`src/rtl/id_ex_stage_if.sv`:
```
// ID/EX boundary bus: decode-side inputs, EX-side registered copies,
// stall enables and the bubble counter.
interface id_ex_stage_if #(
    parameter int XLEN  = 32,
    parameter int CNT_W = 16
);
    logic             id_valid;
    logic [XLEN-1:0]  id_pc, id_rs1_data, id_rs2_data, id_imm;
    logic [4:0]       id_rs1, id_rs2, id_rd;
    logic [2:0]       id_funct3;
    logic             id_funct7b5;
    logic             id_branch, id_memread, id_memtoreg, id_memwrite, id_alusrc, id_regwrite;
    logic [1:0]       id_aluop;
    logic             flush, hold;

    logic             ex_valid;
    logic [XLEN-1:0]  ex_pc, ex_rs1_data, ex_rs2_data, ex_imm;
    logic [4:0]       ex_rs1, ex_rs2, ex_rd;
    logic [2:0]       ex_funct3;
    logic             ex_funct7b5;
    logic             ex_branch, ex_memread, ex_memtoreg, ex_memwrite, ex_alusrc, ex_regwrite;
    logic [1:0]       ex_aluop;
    logic             pc_write_en, ifid_write_en;
    logic [CNT_W-1:0] bubble_cnt;

    modport master (
        output id_valid, id_pc, id_rs1_data, id_rs2_data, id_imm, id_rs1, id_rs2, id_rd,
               id_funct3, id_funct7b5, id_branch, id_memread, id_memtoreg, id_memwrite,
               id_alusrc, id_regwrite, id_aluop, flush, hold,
        input  ex_valid, ex_pc, ex_rs1_data, ex_rs2_data, ex_imm, ex_rs1, ex_rs2, ex_rd,
               ex_funct3, ex_funct7b5, ex_branch, ex_memread, ex_memtoreg, ex_memwrite,
               ex_alusrc, ex_regwrite, ex_aluop, pc_write_en, ifid_write_en, bubble_cnt
    );

    modport slave (
        input  id_valid, id_pc, id_rs1_data, id_rs2_data, id_imm, id_rs1, id_rs2, id_rd,
               id_funct3, id_funct7b5, id_branch, id_memread, id_memtoreg, id_memwrite,
               id_alusrc, id_regwrite, id_aluop, flush, hold,
        output ex_valid, ex_pc, ex_rs1_data, ex_rs2_data, ex_imm, ex_rs1, ex_rs2, ex_rd,
               ex_funct3, ex_funct7b5, ex_branch, ex_memread, ex_memtoreg, ex_memwrite,
               ex_alusrc, ex_regwrite, ex_aluop, pc_write_en, ifid_write_en, bubble_cnt
    );
endinterface

```
`src/rtl/id_ex_stage.sv`:
```
// ID/EX pipeline register with load-use hazard detection, bubble insertion,
// branch squash and a saturating bubble counter.
module id_ex_stage #(
    parameter int XLEN  = 32,
    parameter int CNT_W = 16
) (
    input logic          clk,
    input logic          rst_n,
    id_ex_stage_if.slave bus
);
    typedef struct packed {
        logic            valid;
        logic [XLEN-1:0] pc;
        logic [XLEN-1:0] rs1_data;
        logic [XLEN-1:0] rs2_data;
        logic [XLEN-1:0] imm;
        logic [4:0]      rs1;
        logic [4:0]      rs2;
        logic [4:0]      rd;
        logic [2:0]      funct3;
        logic            funct7b5;
        logic            branch;
        logic            memread;
        logic            memtoreg;
        logic            memwrite;
        logic            alusrc;
        logic            regwrite;
        logic [1:0]      aluop;
    } ex_t;

    ex_t              stage_q, stage_d, capture;
    logic [CNT_W-1:0] bubble_cnt_q, bubble_cnt_d;
    logic             use_rs2, lu;

    function automatic logic [CNT_W-1:0] sat_inc(input logic [CNT_W-1:0] c);
        return (&c) ? c : c + CNT_W'(1);
    endfunction

    always_comb begin
        use_rs2 = ~bus.id_alusrc | bus.id_memwrite;
        lu = bus.id_valid & stage_q.valid & stage_q.memread & (stage_q.rd != 5'd0) &
             ((stage_q.rd == bus.id_rs1) | (use_rs2 & (stage_q.rd == bus.id_rs2)));

        // An empty decode slot never carries live control into EX.
        capture          = '0;
        capture.valid    = bus.id_valid;
        capture.pc       = bus.id_pc;
        capture.rs1_data = bus.id_rs1_data;
        capture.rs2_data = bus.id_rs2_data;
        capture.imm      = bus.id_imm;
        capture.rs1      = bus.id_rs1;
        capture.rs2      = bus.id_rs2;
        capture.rd       = bus.id_rd;
        capture.funct3   = bus.id_funct3;
        capture.funct7b5 = bus.id_funct7b5;
        capture.branch   = bus.id_branch   & bus.id_valid;
        capture.memread  = bus.id_memread  & bus.id_valid;
        capture.memtoreg = bus.id_memtoreg & bus.id_valid;
        capture.memwrite = bus.id_memwrite & bus.id_valid;
        capture.alusrc   = bus.id_alusrc   & bus.id_valid;
        capture.regwrite = bus.id_regwrite & bus.id_valid;
        capture.aluop    = bus.id_aluop & {2{bus.id_valid}};

        stage_d      = stage_q;
        bubble_cnt_d = bubble_cnt_q;
        if (bus.hold) begin
            stage_d = stage_q;
        end else if (bus.flush) begin
            stage_d = '0;
        end else if (lu) begin
            stage_d      = '0;
            bubble_cnt_d = sat_inc(bubble_cnt_q);
        end else begin
            stage_d = capture;
        end
    end

    always_ff @(posedge clk or negedge rst_n) begin
        if (!rst_n) begin
            stage_q      <= '0;
            bubble_cnt_q <= '0;
        end else begin
            stage_q      <= stage_d;
            bubble_cnt_q <= bubble_cnt_d;
        end
    end

    // A flush kills the dependent instruction, so it cancels the stall.
    assign bus.pc_write_en   = ~bus.hold & ~(lu & ~bus.flush);
    assign bus.ifid_write_en = ~bus.hold & ~(lu & ~bus.flush);

    assign bus.ex_valid    = stage_q.valid;
    assign bus.ex_pc       = stage_q.pc;
    assign bus.ex_rs1_data = stage_q.rs1_data;
    assign bus.ex_rs2_data = stage_q.rs2_data;
    assign bus.ex_imm      = stage_q.imm;
    assign bus.ex_rs1      = stage_q.rs1;
    assign bus.ex_rs2      = stage_q.rs2;
    assign bus.ex_rd       = stage_q.rd;
    assign bus.ex_funct3   = stage_q.funct3;
    assign bus.ex_funct7b5 = stage_q.funct7b5;
    assign bus.ex_branch   = stage_q.branch;
    assign bus.ex_memread  = stage_q.memread;
    assign bus.ex_memtoreg = stage_q.memtoreg;
    assign bus.ex_memwrite = stage_q.memwrite;
    assign bus.ex_alusrc   = stage_q.alusrc;
    assign bus.ex_regwrite = stage_q.regwrite;
    assign bus.ex_aluop    = stage_q.aluop;
    assign bus.bubble_cnt  = bubble_cnt_q;
endmodule

```
`src/flat_wrapper.sv`:
```
// flat-port wrapper written by rule: the top's interface ports become plain ports
module id_ex_stage_flat 
#(
    parameter int XLEN  = 32,
    parameter int CNT_W = 16
)
  (clk, rst_n, bus_id_valid, bus_id_pc, bus_id_rs1_data, bus_id_rs2_data, bus_id_imm, bus_id_rs1, bus_id_rs2, bus_id_rd, bus_id_funct3, bus_id_funct7b5, bus_id_branch, bus_id_memread, bus_id_memtoreg, bus_id_memwrite, bus_id_alusrc, bus_id_regwrite, bus_id_aluop, bus_flush, bus_hold, bus_ex_valid, bus_ex_pc, bus_ex_rs1_data, bus_ex_rs2_data, bus_ex_imm, bus_ex_rs1, bus_ex_rs2, bus_ex_rd, bus_ex_funct3, bus_ex_funct7b5, bus_ex_branch, bus_ex_memread, bus_ex_memtoreg, bus_ex_memwrite, bus_ex_alusrc, bus_ex_regwrite, bus_ex_aluop, bus_pc_write_en, bus_ifid_write_en, bus_bubble_cnt);
  id_ex_stage_if #(.XLEN(XLEN), .CNT_W(CNT_W)) bus_i ();
  input logic clk;
  input logic rst_n;
  input wire logic [$bits(bus_i.id_valid)-1:0] bus_id_valid;
  input wire logic [$bits(bus_i.id_pc)-1:0] bus_id_pc;
  input wire logic [$bits(bus_i.id_rs1_data)-1:0] bus_id_rs1_data;
  input wire logic [$bits(bus_i.id_rs2_data)-1:0] bus_id_rs2_data;
  input wire logic [$bits(bus_i.id_imm)-1:0] bus_id_imm;
  input wire logic [$bits(bus_i.id_rs1)-1:0] bus_id_rs1;
  input wire logic [$bits(bus_i.id_rs2)-1:0] bus_id_rs2;
  input wire logic [$bits(bus_i.id_rd)-1:0] bus_id_rd;
  input wire logic [$bits(bus_i.id_funct3)-1:0] bus_id_funct3;
  input wire logic [$bits(bus_i.id_funct7b5)-1:0] bus_id_funct7b5;
  input wire logic [$bits(bus_i.id_branch)-1:0] bus_id_branch;
  input wire logic [$bits(bus_i.id_memread)-1:0] bus_id_memread;
  input wire logic [$bits(bus_i.id_memtoreg)-1:0] bus_id_memtoreg;
  input wire logic [$bits(bus_i.id_memwrite)-1:0] bus_id_memwrite;
  input wire logic [$bits(bus_i.id_alusrc)-1:0] bus_id_alusrc;
  input wire logic [$bits(bus_i.id_regwrite)-1:0] bus_id_regwrite;
  input wire logic [$bits(bus_i.id_aluop)-1:0] bus_id_aluop;
  input wire logic [$bits(bus_i.flush)-1:0] bus_flush;
  input wire logic [$bits(bus_i.hold)-1:0] bus_hold;
  output wire logic [$bits(bus_i.ex_valid)-1:0] bus_ex_valid;
  output wire logic [$bits(bus_i.ex_pc)-1:0] bus_ex_pc;
  output wire logic [$bits(bus_i.ex_rs1_data)-1:0] bus_ex_rs1_data;
  output wire logic [$bits(bus_i.ex_rs2_data)-1:0] bus_ex_rs2_data;
  output wire logic [$bits(bus_i.ex_imm)-1:0] bus_ex_imm;
  output wire logic [$bits(bus_i.ex_rs1)-1:0] bus_ex_rs1;
  output wire logic [$bits(bus_i.ex_rs2)-1:0] bus_ex_rs2;
  output wire logic [$bits(bus_i.ex_rd)-1:0] bus_ex_rd;
  output wire logic [$bits(bus_i.ex_funct3)-1:0] bus_ex_funct3;
  output wire logic [$bits(bus_i.ex_funct7b5)-1:0] bus_ex_funct7b5;
  output wire logic [$bits(bus_i.ex_branch)-1:0] bus_ex_branch;
  output wire logic [$bits(bus_i.ex_memread)-1:0] bus_ex_memread;
  output wire logic [$bits(bus_i.ex_memtoreg)-1:0] bus_ex_memtoreg;
  output wire logic [$bits(bus_i.ex_memwrite)-1:0] bus_ex_memwrite;
  output wire logic [$bits(bus_i.ex_alusrc)-1:0] bus_ex_alusrc;
  output wire logic [$bits(bus_i.ex_regwrite)-1:0] bus_ex_regwrite;
  output wire logic [$bits(bus_i.ex_aluop)-1:0] bus_ex_aluop;
  output wire logic [$bits(bus_i.pc_write_en)-1:0] bus_pc_write_en;
  output wire logic [$bits(bus_i.ifid_write_en)-1:0] bus_ifid_write_en;
  output wire logic [$bits(bus_i.bubble_cnt)-1:0] bus_bubble_cnt;
  assign bus_i.id_valid = bus_id_valid;
  assign bus_i.id_pc = bus_id_pc;
  assign bus_i.id_rs1_data = bus_id_rs1_data;
  assign bus_i.id_rs2_data = bus_id_rs2_data;
  assign bus_i.id_imm = bus_id_imm;
  assign bus_i.id_rs1 = bus_id_rs1;
  assign bus_i.id_rs2 = bus_id_rs2;
  assign bus_i.id_rd = bus_id_rd;
  assign bus_i.id_funct3 = bus_id_funct3;
  assign bus_i.id_funct7b5 = bus_id_funct7b5;
  assign bus_i.id_branch = bus_id_branch;
  assign bus_i.id_memread = bus_id_memread;
  assign bus_i.id_memtoreg = bus_id_memtoreg;
  assign bus_i.id_memwrite = bus_id_memwrite;
  assign bus_i.id_alusrc = bus_id_alusrc;
  assign bus_i.id_regwrite = bus_id_regwrite;
  assign bus_i.id_aluop = bus_id_aluop;
  assign bus_i.flush = bus_flush;
  assign bus_i.hold = bus_hold;
  assign bus_ex_valid = bus_i.ex_valid;
  assign bus_ex_pc = bus_i.ex_pc;
  assign bus_ex_rs1_data = bus_i.ex_rs1_data;
  assign bus_ex_rs2_data = bus_i.ex_rs2_data;
  assign bus_ex_imm = bus_i.ex_imm;
  assign bus_ex_rs1 = bus_i.ex_rs1;
  assign bus_ex_rs2 = bus_i.ex_rs2;
  assign bus_ex_rd = bus_i.ex_rd;
  assign bus_ex_funct3 = bus_i.ex_funct3;
  assign bus_ex_funct7b5 = bus_i.ex_funct7b5;
  assign bus_ex_branch = bus_i.ex_branch;
  assign bus_ex_memread = bus_i.ex_memread;
  assign bus_ex_memtoreg = bus_i.ex_memtoreg;
  assign bus_ex_memwrite = bus_i.ex_memwrite;
  assign bus_ex_alusrc = bus_i.ex_alusrc;
  assign bus_ex_regwrite = bus_i.ex_regwrite;
  assign bus_ex_aluop = bus_i.ex_aluop;
  assign bus_pc_write_en = bus_i.pc_write_en;
  assign bus_ifid_write_en = bus_i.ifid_write_en;
  assign bus_bubble_cnt = bus_i.bubble_cnt;
  id_ex_stage #(.XLEN(XLEN), .CNT_W(CNT_W)) u_core (.clk(clk), .rst_n(rst_n), .bus(bus_i));
endmodule
```
`config.mk`:
```
export PLATFORM = sky130hd
export DESIGN_NAME = id_ex_stage_flat
export DESIGN_NICKNAME = d
export VERILOG_FILES = /design/src/rtl/id_ex_stage_if.sv /design/src/rtl/id_ex_stage.sv /design/src/flat_wrapper.sv
export SDC_FILE = /design/constraint.sdc
export NUM_CORES = 1
export LEC_CHECK = 0
export BUFFER_PORTS_ARGS = -buffer_cell sky130_fd_sc_hd__buf_4
export CAP_MARGIN = 15
export CORE_MARGIN = 5
export CORE_UTILIZATION = 41
export CTS_CLUSTER_DIAMETER = 120
export DETAILED_ROUTE_END_ITERATION = 6
export GPL_TIMING_DRIVEN = 0
export PLACE_DENSITY = 0.76
export RECOVER_POWER = 50
export SYNTH_ARGS = -nofsm -noshare
export SYNTH_HDL_FRONTEND = slang
export SYNTH_SLANG_ARGS = --single-unit
```
`constraint.sdc`:
```
create_clock -name clk -period 2.02 [get_ports clk]
set_input_delay 0.101 -clock clk [delete_from_list [all_inputs] [get_ports clk]]
set_output_delay 0.101 -clock clk [all_outputs]
set_load 0.01 [all_outputs]
```
* Word-level counts from Yosys, hierarchy flattened
Index checks and enable logic that the tools add are counted.
** Operators by class
- Add/subtract/negate cells :: 1
- Equal/unequal tests :: 2
- Multiplexer cells :: 2
- Bitwise operators :: 21
- Reductions and logical operators :: 3
** Operator list (count)
- 2-to-1 mux 156 bit :: 2
- adder 16 x 1 -> 16 bit, second input constant :: 1
- AND reduction 16 bit :: 1
- bitwise AND 1 bit :: 13
- == test 5 bit :: 2
- inverter 1 bit :: 5
- nonzero test 5 bit :: 1
- AND reduction 4 bit :: 1
- bitwise AND 2 bit :: 1
- OR 1 bit :: 2
** Storage, ports and cells
- Register bits :: 172
- Bits of input ports :: 160
- Word-level logic and storage cells :: 47

* Longest topological paths before layout
Gate-level depths: netlist of the first run.
- Depth after elaboration :: 8
- Mapped depth :: 7
- Mapped depth without buffers :: 6

* Least setup slack after synthesis of the first run
OpenSTA, ideal clock, no wires.
- Path type :: flip-flop to flip-flop
- From :: register u_core.stage_q, in the netlist u_core.bus.ex_rd[0]
- To :: register u_core.stage_q, in the netlist u_core.bus.ex_imm[25]
- Arrival :: 1.924 ns
- Data required time :: 1.954 ns
- Slack :: 0.030 ns
- Stages on the path, launching flop included :: 8
- Path buffers :: 2
- Clock period less this slack :: 1.990 ns
- Path through :: dfrtp_1 -> or4_1 -> o2111ai_2 -> inv_1 -> a21oi_2 -> buf_4 -> buf_8 -> a22o_1
** Between the ends
- Word-level cells in the longest chain between the ends :: 6
- Elaborated cells between the ends (all ways) :: 9
- Those cells by class :: eq/ne: 2; mux: 2; bitwise: 4; reduce/logical: 1
** RTL lines
- from (decl) :: line id_ex_stage.sv:31 : ex_t stage_q, stage_d, capture;
- from (signal assigned) :: line id_ex_stage.sv:83 : stage_q <= stage_d;
- == test 5 bit :: line id_ex_stage.sv:42 : ((stage_q.rd == bus.id_rs1) | (use_rs2 & (stage_q.rd == bus.id_rs2)));
- bitwise AND 1 bit :: line id_ex_stage.sv:42
- OR 1 bit :: line id_ex_stage.sv:42
- bitwise AND 1 bit * :: line id_ex_stage.sv:41 : lu = bus.id_valid & stage_q.valid & stage_q.memread & (stage_q.rd != 5'd0) &
- 2-to-1 mux 156 bit * :: line id_ex_stage.sv:70 : end else if (lu) begin
- 2-to-1 mux 156 bit * :: line id_ex_stage.sv:68 : end else if (bus.flush) begin
Every way passes the cells marked *; elsewhere a longest branch is shown, timed or not.
A chain may end at the register's enable or synchronous reset.

* Worst setup path in the final report of the first run
- From :: register u_core.stage_q, in the netlist u_core.bus.ex_rd[2]
- To :: output port bus_pc_write_en
** Between the ends
- Word-level cells in the longest chain between the ends :: 7
- Elaborated cells between the ends (all ways) :: 10
- Those cells by class :: eq/ne: 2; bitwise: 7; reduce/logical: 1
** RTL lines
- == test 5 bit :: line id_ex_stage.sv:42
- bitwise AND 1 bit :: line id_ex_stage.sv:42
- OR 1 bit :: line id_ex_stage.sv:42
- bitwise AND 1 bit * :: line id_ex_stage.sv:41
- bitwise AND 1 bit * :: line id_ex_stage.sv:89 : assign bus.pc_write_en = ~bus.hold & ~(lu & ~bus.flush);
- inverter 1 bit * :: line id_ex_stage.sv:89
- bitwise AND 1 bit * :: line id_ex_stage.sv:89
- to (decl) :: line flat_wrapper.sv:47 : output wire logic [$bits(bus_i.pc_write_en)-1:0] bus_pc_write_en;
Marks and branches as above.

==> results of run 1 <==
worst max-delay path, delay by kind of cell, from the launching register on:
kind,cells,cell delay [ns]
flops,1,0.44
buf+inv,3,0.31
simple gates,1,0.51
compound gates,2,0.36
power by group through the flow:
stage | Clock (uW) | Combinational (uW) | Sequential (uW)
floorplan | 0 | 372 | 3990
global placement | 0 | 1280 | 3890
detailed placement | 0 | 1320 | 3910
CTS | 3160 | 1610 | 3840
global route | 3320 | 1620 | 3880
finish | 3140 | 1510 | 3860
flip-flops by register name, indices dropped and copies added (netlist names):
register,count
u_core.bus.ex_pc,32
u_core.bus.ex_valid,1
u_core.bus.ex_memtoreg,1
u_core.bus.ex_rs1_data,32
u_core.bus.ex_funct3,3
u_core.bus.ex_imm,32
u_core.bus.ex_funct7b5,1
u_core.bus.ex_rd,5
u_core.bus.ex_rs2,5
u_core.bus.ex_memwrite,1
u_core.bus.ex_rs2_data,32
u_core.bus.ex_aluop,2
u_core.bus.ex_rs1,5
u_core.bus.ex_regwrite,1
u_core.bus.ex_memread,1
u_core.bus.ex_branch,1
u_core.bus.ex_alusrc,1
u_core.bus.bubble_cnt,16
cell usage after synthesis:
master     number
a32o_1          8
and3_1          5
a31oi_1         1
inv_1           4
o22ai_1         1
buf_4           2
and2_1          1
and4_1          2
dfrtp_1       172
nand2_1         5
o2111ai_2       1
nor2_1          6
mux2_2          1
nand4_1         8
ha_1            1
clkbuf_1       20
a21oi_2         1
buf_6          11
buf_8           4
nor4_1          1
xnor2_1        25
buf_2           2
or4_1           1
a22o_1        148
nor3_1          2
or2_2           1
o21ai_0         1
nand3_1        17
layout make-up:
| cell class | count | share of cell area [%] |
|---|---|---|
| timing repair buffer | 499 | 33.59 |
| sequential | 172 | 38.42 |
| multi-input combinational | 237 | 17.71 |
| antenna | 2 | 0.04463 |
| tap | 216 | 2.410 |
| clock buffer | 19 | 3.950 |
| inverter | 4 | 0.1339 |
| buffer | 39 | 2.734 |
| clock inverter | 12 | 1.015 |
cell usage in the layout (no fill, tap or decap), drive strengths merged:
cell           n
buf          257
dfrtp        172
dlygate4sd3  156
a22o         148
clkbuf       144
xnor2         25
nand3         17
nand4          8
a32o           8
inv            7
nor2           6
nand2          5
and3           5
clkinvlp       4
clkinv         4
diode          2
and4           2
nor3           2
o21ai          1
o22ai          1
or4            1
o2111ai        1
a31oi          1
or2            1
a21oi          1
nor4           1
and2           1
mux2           1
ha             1
bufinv         1
metrics by stage:
stage / util [%] / worst slack, ns / hold slack, ns
floorplan: - / 0.02990 / -0.1946
detailed placement: 59.07 / -0.3320 / 0.1301
global placement: 58.85 / -0.3382 / 0.3173
finish: 71.10 / -0.1220 / 0.1652
global route: 71.09 / -0.2068 / 0.1746
CTS: 73.34 / -0.1529 / 0.1561
logic make-up after synthesis:
group	Yosys count	share of synthesized area, %
flip-flops	172	65.96
AO/OA/AOI/OAI	161	21.73
AND/OR/NAND/NOR	49	4.008
buffers and inverters	43	4.583
XOR/XNOR	25	3.356
multiplexers	1	0.1726
adder cells (fa/ha/maj)	1	0.1917
how the worst max path moves through the flow:
stage / slack (ns) / end / depth (start not counted) / start
2_1_floorplan: 0.03 / u_core.bus.ex_imm[25] / 7 / u_core.bus.ex_rd[0]
3_3_place_gp: -0.34 / bus_pc_write_en / 7 / u_core.bus.ex_rd[0]
3_5_place_dp: -0.33 / bus_pc_write_en / 7 / u_core.bus.ex_rd[1]
4_1_cts: -0.15 / bus_pc_write_en / 6 / u_core.bus.ex_rd[2]
5_1_grt: -0.21 / bus_pc_write_en / 6 / u_core.bus.ex_rd[0]
6_report: -0.12 / bus_pc_write_en / 6 / u_core.bus.ex_rd[2]
per-layer routing:
layer | up-vias | routed length [um]
met3 | 69 | 1947
met5 | - | 0
met1 | 3121 | 9348
met4 | 0 | 857
met2 | 325 | 13170
li1 | 2772 | -
repair_timing:
action,4_1_cts,5_1_grt
buffers inserted,9,2
pin swaps,3,4
endpoints found under the setup margin,168,164
gates resized for setup,14,9
cloned,0,0
hold endpoints to repair,237,0
hold buffers,156,0
==> metrics.md, run 1 <==
| Metric | Value |
|---|---|
| Area grow syn2layout | `71.85%` |
| Min-delay src | `bus_flush` |
| Placed cell area | `9315 um2` |
| Critical path data arrival time | `2.04 ns` |
| Initial cell density of the core | `41.38%` |
| Type of origin of the critical path | `register` |
| Register area | `4308 um2` |
| Maximum clock insertion buffer count | `2` |
| Worst R2R Setup Slack | `-0.09 ns` |
| Fin. max-slew vios | `0` |
| Area leader, netlist | `dfrtp_1` |
| DR vias | `6,287` |
| Worst R2R Path Depth | `7` |
| Status | `finished, violations left` |
| Die height | `136.2 um` |
| Worst r2r dst | `u_core.bus.ex_rs1_data[4]` |
| WL/cell | `roughly 21 um` |
| Worst Path Required | `1.92 ns` |
| Design area | `approximately 11,000 um2` |
| Met2 Use GR | `47.96%` |
| Initial antenna violation count | `1` |
| Syn Inst Count | `452` |
| Top Usage Layer GRT | `met2` |
| Area of the multi-input gates | `1986 um2` |
| Tcrit/Tclk final | `106.0%` |
| Worst Hold Path Cells | `5` |
| CTS tree | `built` |
| Slowest-stage cell, CP | `or4_4` |
| H-tree levels | `4` |
| Sw Share | `a little over a quarter` |
| Internal power | `between 6000 and 7000 uW` |
| Number of clock sinks | `between 150 and 200` |
| Hold Violations, Final | `0` |
| Most used cell, CP | `buf_4` |
| Worst Path Class, Setup | `reg -> out` |
| Router iterations before antenna repair | `5` |
| CTS clk-pin slew, worst paths | `0.07 ns` |
| Critical-path cell list | `or4_4 -> o2111ai_4 -> inv_2 -> a31oi_4 -> buf_4 -> buf_4` |
| Post-route setup slack | `-0.1220 ns` |
| PwrDens | `about 760 nW/um2` |
| Final nets | `about 1.1k` |
| Post-route ant nets | `0` |
| All-Layer GR Usage | `27.05%` |
| Clock Latency Late Sink | `0.42 ns` |
| Max Cap Viol | `0` |
| Flop pwr share | `45.3%` |
| Placed cells | `1,000` |
| Initial DRC Count | `301` |
| Register bit total from synthesis | `172` |
| Num CTS Buffers | `17` |
| RSZ-0062 raised after global routing | `true` |
| Root Buffer | `clkbuf_16` |
| Die X | `136.2 um` |
| Synth area leaders | `dfrtp_1 66%, a22o_1 20%, xnor2_1 3.4%` |
| Total wire length | `about 25 mm` |
| Overall power | `8506 uW` |
| Layout cell share with drive strength beyond 1 | `30.86%` |
| Grt ovf | `0` |
| Synth unique cells | `28` |
| Die Area | `18,540 um2` |
| HP Class | `in -> reg` |
| Tmin final | `roughly 2.1 ns` |
| GPL Wtd Cong | `about 0.85` |
| Pin count of the biggest net entering global routing | `91` |
| Worst Skew | `approximately 0.011 ns` |
| Syn nets | `613` |
| P_leak | `0.005378 uW` |
| Slowest stage delay, CP | `slightly above 0.5 ns` |
| Worst r2r src | `u_core.bus.ex_rd[2]` |
| Syn Std Cell Area | `6525 um2` |
| Setup TNS | `-3.435 ns` |
| Final non-filler cell total | `1,200` |
| Site Rows | `46` |
| Sequential-to-total area share from yosys stat | `65.96%` |
| Rel. slew slack | `23.51%` |
| Layout fillers | `1,151` |
| Global-route wire length before repair | `38.86 mm` |
| Gate power share | `17.8%` |
| Met1 global-route usage | `30.73%` |
| Syn avg cell area | `14.44 um2` |
| Post-DP HPWL | `~16 mm` |
| Clock share of power | `36.9%` |
| Final count of negative-setup-slack endpoints | `120` |
| Drt drc | `0` |
| Vias in the first global route | `6,950` |
| Via density | `5.239` |
| Min-Delay Endpoint | `u_core.bus.bubble_cnt[13]` |
| IO Pins | `334` |
| Core area | `15,770 um2` |
| PortBufs | `331` |
| Critical-path maximum fanout | `4` |
| Maximum vdd drop | `0.0005379 V` |
| Yosys warns | `0` |
| Fmax | `466.9 MHz` |
| CP endpoint kind | `output port` |
| Post-synth top area share | `65.96%` |
| Sw power | `2263 uW` |
| Worst slew pin tran | `1.147 ns` |
| Failing checks | `setup timing` |
| M3 GR Usage | `7.624%` |
Power figures use the tool's default switching activity.
==> run 2: changes to the inputs <==
--- a/config.mk
+++ b/config.mk
@@ -8,10 +8,10 @@
 export BUFFER_PORTS_ARGS = -buffer_cell sky130_fd_sc_hd__buf_4
 export CAP_MARGIN = 15
-export CORE_MARGIN = 5
-export CORE_UTILIZATION = 41
+export CORE_AREA = 2 2 130 132
 export CTS_CLUSTER_DIAMETER = 120
 export DETAILED_ROUTE_END_ITERATION = 6
+export DIE_AREA = 0 0 132 134
 export GPL_TIMING_DRIVEN = 0
-export PLACE_DENSITY = 0.76
+export PLACE_DENSITY = 0.75
 export RECOVER_POWER = 50
 export SYNTH_ARGS = -nofsm -noshare
==> constraint.sdc (replaced) <==
create_clock -name clk -period 2.02 [get_ports clk]
set_input_delay 0.303 -clock clk [delete_from_list [all_inputs] [get_ports clk]]
set_output_delay 0.303 -clock clk [all_outputs]
set_load 0.01 [all_outputs]
==> run 2 against run 1 <==
  * Register-to-register slack worse by 0.19 ns
  * Largest cell class unchanged
  * Final area is 7.8% lower
  * Fmax is 9.7% lower
  * Setup slack worse by 0.23 ns
  * Highest routed layer unchanged
  * Wire length is 13% lower
  * First-iteration DRC count is 16% lower
  * Utilization is 7.6 points lower
  * Hold slack worse by 0.068 ns
  * Non-clock buffer count is 127 lower
  * The run still ends with setup timing left
  * Sequential power hardly changed
  * Combinational power is 9.9% lower
==> metrics.md, run 2 (synthesized netlist as in run 1, its figures left out) <==
| Metric | Value |
|---|---|
| CP endpoint kind | `output port (unchanged)` |
| Maximum clock insertion buffer count | `2 (unchanged)` |
| Critical-path maximum fanout | `4 (unchanged)` |
| WL/cell | `20.57 um (was 21.10 um)` |
| Worst slew pin tran | `1.016 ns (was 1.147 ns)` |
| IO Pins | `334 (unchanged)` |
| Number of clock sinks | `172 (unchanged)` |
| Hold Violations, Final | `0 (unchanged)` |
| Worst Path Required | `1.72 ns (was 1.92 ns)` |
| Core area | `16,290 um2 (was 15,770 um2)` |
| Most common cell after layout, fill and taps aside | `buf_4 (unchanged)` |
| Grt ovf | `0 (unchanged)` |
| Router iterations before antenna repair | `4 (was 5)` |
| Slowest stage delay, CP | `0.55 ns (was 0.51 ns)` |
| Worst R2R Setup Slack | `-0.28 ns (was -0.09 ns)` |
| Crit-path leading delay family | `simple AND/OR/NAND/NOR gates (unchanged)` |
| Final count of negative-setup-slack endpoints | `159 (was 120)` |
| Post-DP HPWL | `15.27 mm (was 16.17 mm)` |
| DR vias | `5,669 (was 6,287)` |
| Pin count of the biggest net entering global routing | `102 (was 91)` |
| Overall power | `8611 uW (was 8506 uW)` |
| Tcrit/Tclk final | `117.5% (was 106.0%)` |
| Type of origin of the critical path | `register (unchanged)` |
| Fmax | `421.5 MHz (was 466.9 MHz)` |
| Tmin final | `2.373 ns (was 2.142 ns)` |
| Layout cell share with drive strength beyond 1 | `38.67% (was 30.86%)` |
| Rel. slew slack | `32.27% (was 23.51%)` |
| Initial cell density of the core | `40.06% (was 41.38%)` |
| Num CTS Buffers | `17 (unchanged)` |
| Fin. max-slew vios | `0 (unchanged)` |
| Slowest-stage cell, CP | `or4_4 (unchanged)` |
| Buf/Inv on CP | `3 (unchanged)` |
| Area of the multi-input gates | `1983 um2 (was 1986 um2)` |
| Critical path data arrival time | `2.07 ns (was 2.04 ns)` |
| Final core occ | `63.47% (was 71.10%)` |
| GPL Wtd Cong | `0.8494 (was 0.8512)` |
| Vias in the first global route | `6,129 (was 6,950)` |
| Worst Path Class, Setup | `reg -> out (unchanged)` |
| CTS clk-pin slew, worst paths | `0.07 ns (about the same)` |
| Max Cap Viol | `0 (unchanged)` |
| Maximum vdd drop | `0.0005614 V (was 0.0005379 V)` |
| Initial DRC Count | `253 (was 301)` |
| PwrDens | `832.9 nW/um2 (was 758.5 nW/um2)` |
| Drt drc | `0 (unchanged)` |
| All-Layer GR Usage | `24.66% (was 27.05%)` |
| Layout fillers | `1,326 (was 1,151)` |
| Post-route setup slack | `-0.3528 ns (was -0.1220 ns)` |
| Global-route wire length before repair | `33.93 mm (was 38.86 mm)` |
| Site Rows | `47 (was 46)` |
| Worst Skew | `0.007773 ns (was 0.01125 ns)` |
| Final nets | `1,004 (was 1,131)` |
| Initial antenna violation count | `0 (was 1)` |
| Failing checks | `setup timing (unchanged)` |
| Root Buffer | `clkbuf_16 (unchanged)` |
| CTS tree | `built (unchanged)` |
| Area grow syn2layout | `58.45% (was 71.85%)` |
| Die X | `132 um (was 136.2 um)` |
| Status | `finished, violations left (unchanged)` |
| Critical-path cell list | `or4_4 -> o2111ai_4 -> inv_2 -> a31oi_4 -> buf_6 -> buf_6 (was or4_4 -> o2111ai_4 -> inv_2 -> a31oi_4 -> buf_4 -> buf_4)` |
| Register area | `4309 um2 (was 4308 um2)` |
| H-tree levels | `4 (unchanged)` |
| Die height | `134 um (was 136.2 um)` |
| Most frequent cells in the layout | `233 x buf_4, 168 x dfrtp_1, 148 x a22o_1, 125 x clkbuf_1, 25 x xnor2_1 (was 239 x buf_4, 169 x dfrtp_1, 156 x dlygate4sd3_1, 148 x a22o_1, 124 x clkbuf_1)` |
| Most used cell, CP | `buf_6 (was buf_4)` |
| PortBufs | `331 (unchanged)` |
| RSZ-0062 raised after global routing | `true (unchanged)` |
| Total wire length | `22.13 mm (was 25.32 mm)` |
| Post-route ant nets | `0 (unchanged)` |
| P_leak | `0.005033 uW (was 0.005378 uW)` |
| Clock Latency Late Sink | `0.42 ns (about the same)` |
| Diode count | `0 (was 2)` |
| Die Area | `17,690 um2 (was 18,540 um2)` |
| HP Class | `in -> reg (unchanged)` |
| Via density | `5.269 (was 5.239)` |
run 2: cell count changes in the layout (fill, tap and decap cells not counted), moves of 2 or more:
cell and delta:
buf_8 +15, buf_4 -6, dlygate4sd3_1 -155, clkinvlp_4 -3
buf_12 +10, diode_2 -2, bufinv_16 +2, xnor2_2 -2
xnor2_1 +2, buf_16 +9
run 2: repair_timing:
action / in CTS / in global routing
setup endpoints to repair: 168 / 169
pin swaps: 7 / 33
gates cloned: 18 / 1
setup buffers: 26 / 10
hold buffers: 1 / 0
endpoints found under the hold margin: 71 / 0
resized for setup: 59 / 30
run 2: power by group:
group	switching (uW)	internal (uW)	leakage, uW
Combinational	626	737	0.00248
Sequential	157	3680	0.00225
Clock	1380	2030	0.000301
run 2: layer usage:
metal	wire length, um	share of wire, %	global-route usage, %
met5	0	0	0
met2	11510	52	43.43
met1	8537	39	28.95
met3	1617	7.3	7.029
met4	465	2.1	8.635
run 2: per-stage QoR:
step | hold slack, ns | setup TNS, ns | setup WS (ns) | instance area [um2] | instances
detailed placement | 0.2922 | -34.63 | -0.4055 | 9341 | 1004
global route | 0.07989 | -42.55 | -0.4203 | 10340 | 1076
finish | 0.09723 | -31.99 | -0.3528 | 10340 | 1076
floorplan | 0.007409 | -0.4385 | -0.01133 | 6546 | 452
CTS | 0.07946 | -38.18 | -0.3859 | 10900 | 1081
global placement | 0.4796 | -70.45 | -0.4305 | 9306 | 1003
run 2: final timing paths:
kind | startpoint | to | cells after the start
max in group asynchronous | rst_n | u_core.bus.ex_rs1_data[29] | 3
min in group asynchronous | rst_n | u_core.bus.bubble_cnt[5] | 2
hold reg to reg | u_core.bus.ex_aluop[0] | u_core.bus.ex_aluop[0] | 1
setup / recovery | u_core.bus.ex_rd[0] | bus_pc_write_en | 6
hold / removal | bus_id_imm[17] | u_core.bus.ex_imm[17] | 2
setup reg to reg | u_core.bus.ex_rd[0] | u_core.bus.ex_rs2_data[28] | 10
run 2: area by class of cell:
type | instances | share of cell area [%]
flip-flops and latches | 172 | 41.68
repair buffers | 377 | 27.51
multi-input cells | 237 | 19.18
clock buffers | 20 | 4.417
plain buffers | 34 | 2.856
well taps | 220 | 2.662
clock inverters | 12 | 1.549
inverters | 4 | 0.1452
==> run 3: changes to the inputs <==
Settings changed: ABC_AREA set to 1, CORE_AREA 2 2 130 132 to not set, CORE_UTILIZATION set to 43, DIE_AREA 0 0 132 134 to not set, PLACE_DENSITY 0.75 to 0.77.
==> run 3 against run 2 <==
  * Largest cell class unchanged
  * Critical path depth increased by 5
  * The flow still finishes with violations (setup timing)
  * Non-clock buffer count decreased by 16
  * Die area decreased by 0.56%
  * Sequential share of layout area increased by 0.58 points
  * Setup slack improved by 0.28 ns
  * Sequential power about the same
  * Hold slack got worse by 0.0045 ns
  * Final cell count increased by 34%
==> metrics.md, run 3 <==
| Metric | Value |
|---|---|
| Area of the multi-input gates | `2634 um2 (was 1983 um2)` |
| Grt ovf | `0 (unchanged)` |
| CTS clk-pin slew, worst paths | `0.07 ns (about the same)` |
| Most used cell, CP | `nand2_4 (was buf_6)` |
| Syn Inst Count | `850 (was 452)` |
| Core area | `16,640 um2 (was 16,290 um2)` |
| P_leak | `0.005417 uW (was 0.005033 uW)` |
| Layout cell share with drive strength beyond 1 | `20.18% (was 38.67%)` |
| Synth unique cells | `25 (was 28)` |
| Critical-path maximum fanout | `4 (unchanged)` |
| Tmin final | `2.092 ns (was 2.373 ns)` |
| Synth area leaders | `dfrtp_1 59%, nand2_1 20%, nand3_1 10% (was dfrtp_1 66%, a22o_1 20%, xnor2_1 3.4%)` |
| PwrDens | `812.8 nW/um2 (was 832.9 nW/um2)` |
| Register area | `4304 um2 (was 4309 um2)` |
| Post-synth EDFFs | `0 (unchanged)` |
| Worst slew pin tran | `0.9593 ns (was 1.016 ns)` |
| Initial cell density of the core | `44.09% (was 40.06%)` |
| Pin count of the biggest net entering global routing | `105 (was 102)` |
| IO Pins | `334 (unchanged)` |
| Worst Path Class, Setup | `reg -> out (unchanged)` |
| Hold Violations, Final | `0 (unchanged)` |
| Site Rows | `47 (unchanged)` |
| Clock Latency Late Sink | `0.43 ns (was 0.42 ns)` |
| Global-route wire length before repair | `35.87 mm (was 33.93 mm)` |
| PortBufs | `331 (unchanged)` |
| WL/cell | `15.62 um (was 20.57 um)` |
| Router iterations before antenna repair | `7 (was 4)` |
| Via density | `4.927 (was 5.269)` |
| Final non-filler cell total | `1,444 (was 1,076)` |
| Tcrit/Tclk final | `103.6% (was 117.5%)` |
| Fin. max-slew vios | `0 (unchanged)` |
| Layout fillers | `1,629 (was 1,326)` |
| Area grow syn2layout | `38.81% (was 58.45%)` |
| H-tree levels | `4 (unchanged)` |
| Fmax | `478.0 MHz (was 421.5 MHz)` |
| Most used DFF post-synth | `dfrtp_1 (unchanged)` |
| Post-Place Setup Slack | `0.07466 ns (was -0.4055 ns)` |
| Critical path data arrival time | `1.79 ns (was 2.07 ns)` |
| Initial antenna violation count | `0 (unchanged)` |
| CP endpoint kind | `output port (unchanged)` |
| Total wire length | `22.55 mm (was 22.13 mm)` |
| Diode count | `0 (unchanged)` |
| Synth cell count leaders | `384 x nand2_1, 172 x dfrtp_1, 146 x nand3_1 (was 172 x dfrtp_1, 148 x a22o_1, 25 x xnor2_1)` |
| Drt drc | `0 (unchanged)` |
| Max Cap Viol | `0 (unchanged)` |
| Setup TNS | `-0.07210 ns (was -31.99 ns)` |
| Final nets | `1,372 (was 1,004)` |
| Num CTS Buffers | `17 (unchanged)` |
| Critical-path cell list | `inv_2 -> nand2_2 -> nand2_1 -> nor2_1 -> nand3_1 -> nand2_4 -> nand2_4 -> o21ai_2 -> inv_1 -> buf_4 -> buf_6 (was or4_4 -> o2111ai_4 -> inv_2 -> a31oi_4 -> buf_6 -> buf_6)` |
| Syn avg cell area | `8.632 um2 (was 14.44 um2)` |
| RSZ-0062 raised after global routing | `true (unchanged)` |
| Worst Path Required | `1.72 ns (about the same)` |
| Failing checks | `setup timing (unchanged)` |
| Syn Std Cell Area | `7337 um2 (was 6525 um2)` |
| Register bit total from synthesis | `172 (unchanged)` |
| Slowest-stage cell, CP | `dfrtp_1 (was or4_4)` |
| Syn nets | `1,011 (was 613)` |
| Number of clock sinks | `172 (unchanged)` |
| Rel. slew slack | `36.05% (was 32.27%)` |
| Post-route ant nets | `0 (unchanged)` |
| Vias in the first global route | `6,865 (was 6,129)` |
| Slowest stage delay, CP | `0.41 ns (was 0.55 ns)` |
| GPL Wtd Cong | `0.8628 (was 0.8494)` |
| All-Layer GR Usage | `26.40% (was 24.66%)` |
| Overall power | `8278 uW (was 8611 uW)` |
| Worst R2R Setup Slack | `0.08 ns (was -0.28 ns)` |
| Final count of negative-setup-slack endpoints | `1 (was 159)` |
| Most common cell after layout, fill and taps aside | `nand2_1 (was buf_4)` |
| Sequential-to-total area share from yosys stat | `58.66% (was 65.96%)` |
| Area leader, netlist | `dfrtp_1 (unchanged)` |
| Maximum clock insertion buffer count | `2 (unchanged)` |
| Initial DRC Count | `387 (was 253)` |
| HP Class | `in -> reg (unchanged)` |
| Root Buffer | `clkbuf_16 (unchanged)` |
| Most frequent cells in the layout | `383 x nand2_1, 192 x clkbuf_1, 172 x buf_4, 172 x dfrtp_1, 146 x nand3_1 (was 233 x buf_4, 168 x dfrtp_1, 148 x a22o_1, 125 x clkbuf_1, 25 x xnor2_1)` |
| Post-route setup slack | `-0.07210 ns (was -0.3528 ns)` |
| Placed cells | `1,402 (was 1,004)` |
| Maximum vdd drop | `0.0005875 V (was 0.0005614 V)` |
| Die X | `132.6 um (was 132 um)` |
| Post-DP HPWL | `16.51 mm (was 15.27 mm)` |
| CTS tree | `built (unchanged)` |
| Post-synth top area share | `58.66% (was 65.96%)` |
| Fraction of registers with async set/reset | `100.0% (unchanged)` |
| Yosys warns | `0 (unchanged)` |
| Type of origin of the critical path | `register (unchanged)` |
| Worst Skew | `0.007925 ns (was 0.007773 ns)` |
| DR vias | `7,115 (was 5,669)` |
| Buf/Inv on CP | `4 (was 3)` |
| Hold slack | `0.09273 ns (was 0.09723 ns)` |
| Status | `finished, violations left (unchanged)` |
| Die height | `132.6 um (was 134 um)` |
| Most common cell in the netlist | `nand2_1 (was dfrtp_1)` |
| Die Area | `17,590 um2 (was 17,690 um2)` |
| Crit-path leading delay family | `simple AND/OR/NAND/NOR gates (unchanged)` |
==> run 3: area by class of cell <==
type	instances	area share, %
flip-flops and latches	172	42.26
clock buffers	19	4.447
inverters	23	0.8477
well taps	220	2.703
multi-input cells	602	25.86
plain buffers	52	3.071
clock inverters	13	1.536
repair buffers	343	19.28
==> run 3: kinds of logic after synthesis <==
kind of cell	share of synthesized area [%]
and+or+nand+nor	32.66
DFF	58.66
buffers and inverters	5.594
AOI/OAI and AO/OA	1.126
xor gates and xnor gates	1.791
adders and majority gates	0.1705
==> run 3: what timing repair did <==
item	4_1_cts	5_1_grt
pin swaps	8	5
gates cloned	0	0
gates resized for setup	4	1
hold buffers	1	0
buffers inserted	9	1
hold endpoints to repair	68	0
endpoints found under the setup margin	2	12
==> run 3: path summary, 6_finish.rpt <==
path,startpoint,to,depth (start not counted)
min in group asynchronous,rst_n,u_core.bus.ex_imm[5],2
worst min-delay path,bus_id_imm[30],u_core.bus.ex_imm[30],3
worst min register to register,u_core.bus.ex_pc[1],u_core.bus.ex_pc[1],2
worst max register to register,u_core.bus.bubble_cnt[0],u_core.bus.bubble_cnt[10],10
worst max-delay path,u_core.bus.ex_rd[1],bus_pc_write_en,11
max in group asynchronous,rst_n,u_core.bus.ex_pc[6],3
==> run 3: metal layers <==
layer / vias up / share of wire (%) / track usage (%)
li1: 3435 / - / -
met1: 3365 / 41 / 32.64
met2: 265 / 50 / 44.06
met3: 50 / 5.8 / 5.709
met4: 0 / 3.5 / 12.71
met5: - / 0 / 0
==> run 3: power breakdown <==
| group | leakage [uW] | internal (uW) | total [uW] | switching [uW] |
|---|---|---|---|---|
| registers | 0.00226 | 3680 | 3820 | 140 |
| clock network | 0.000293 | 1920 | 3350 | 1430 |
| logic | 0.00287 | 461 | 1100 | 642 |
==> run 3: through the flow <==
stage / instance area, um2 / utilization [%]
finish: 10180 / 61.20
global route: 10180 / 61.20
floorplan: 7337 / -
detailed placement: 10130 / 60.88
global placement: 10100 / 60.67
CTS: 10830 / 65.09
==> run 3: tightest hold or removal path, cell delays in order <==
cell,delay (ns)
buf_4,0.08
nand3_1,0.06
nand2_1,0.05
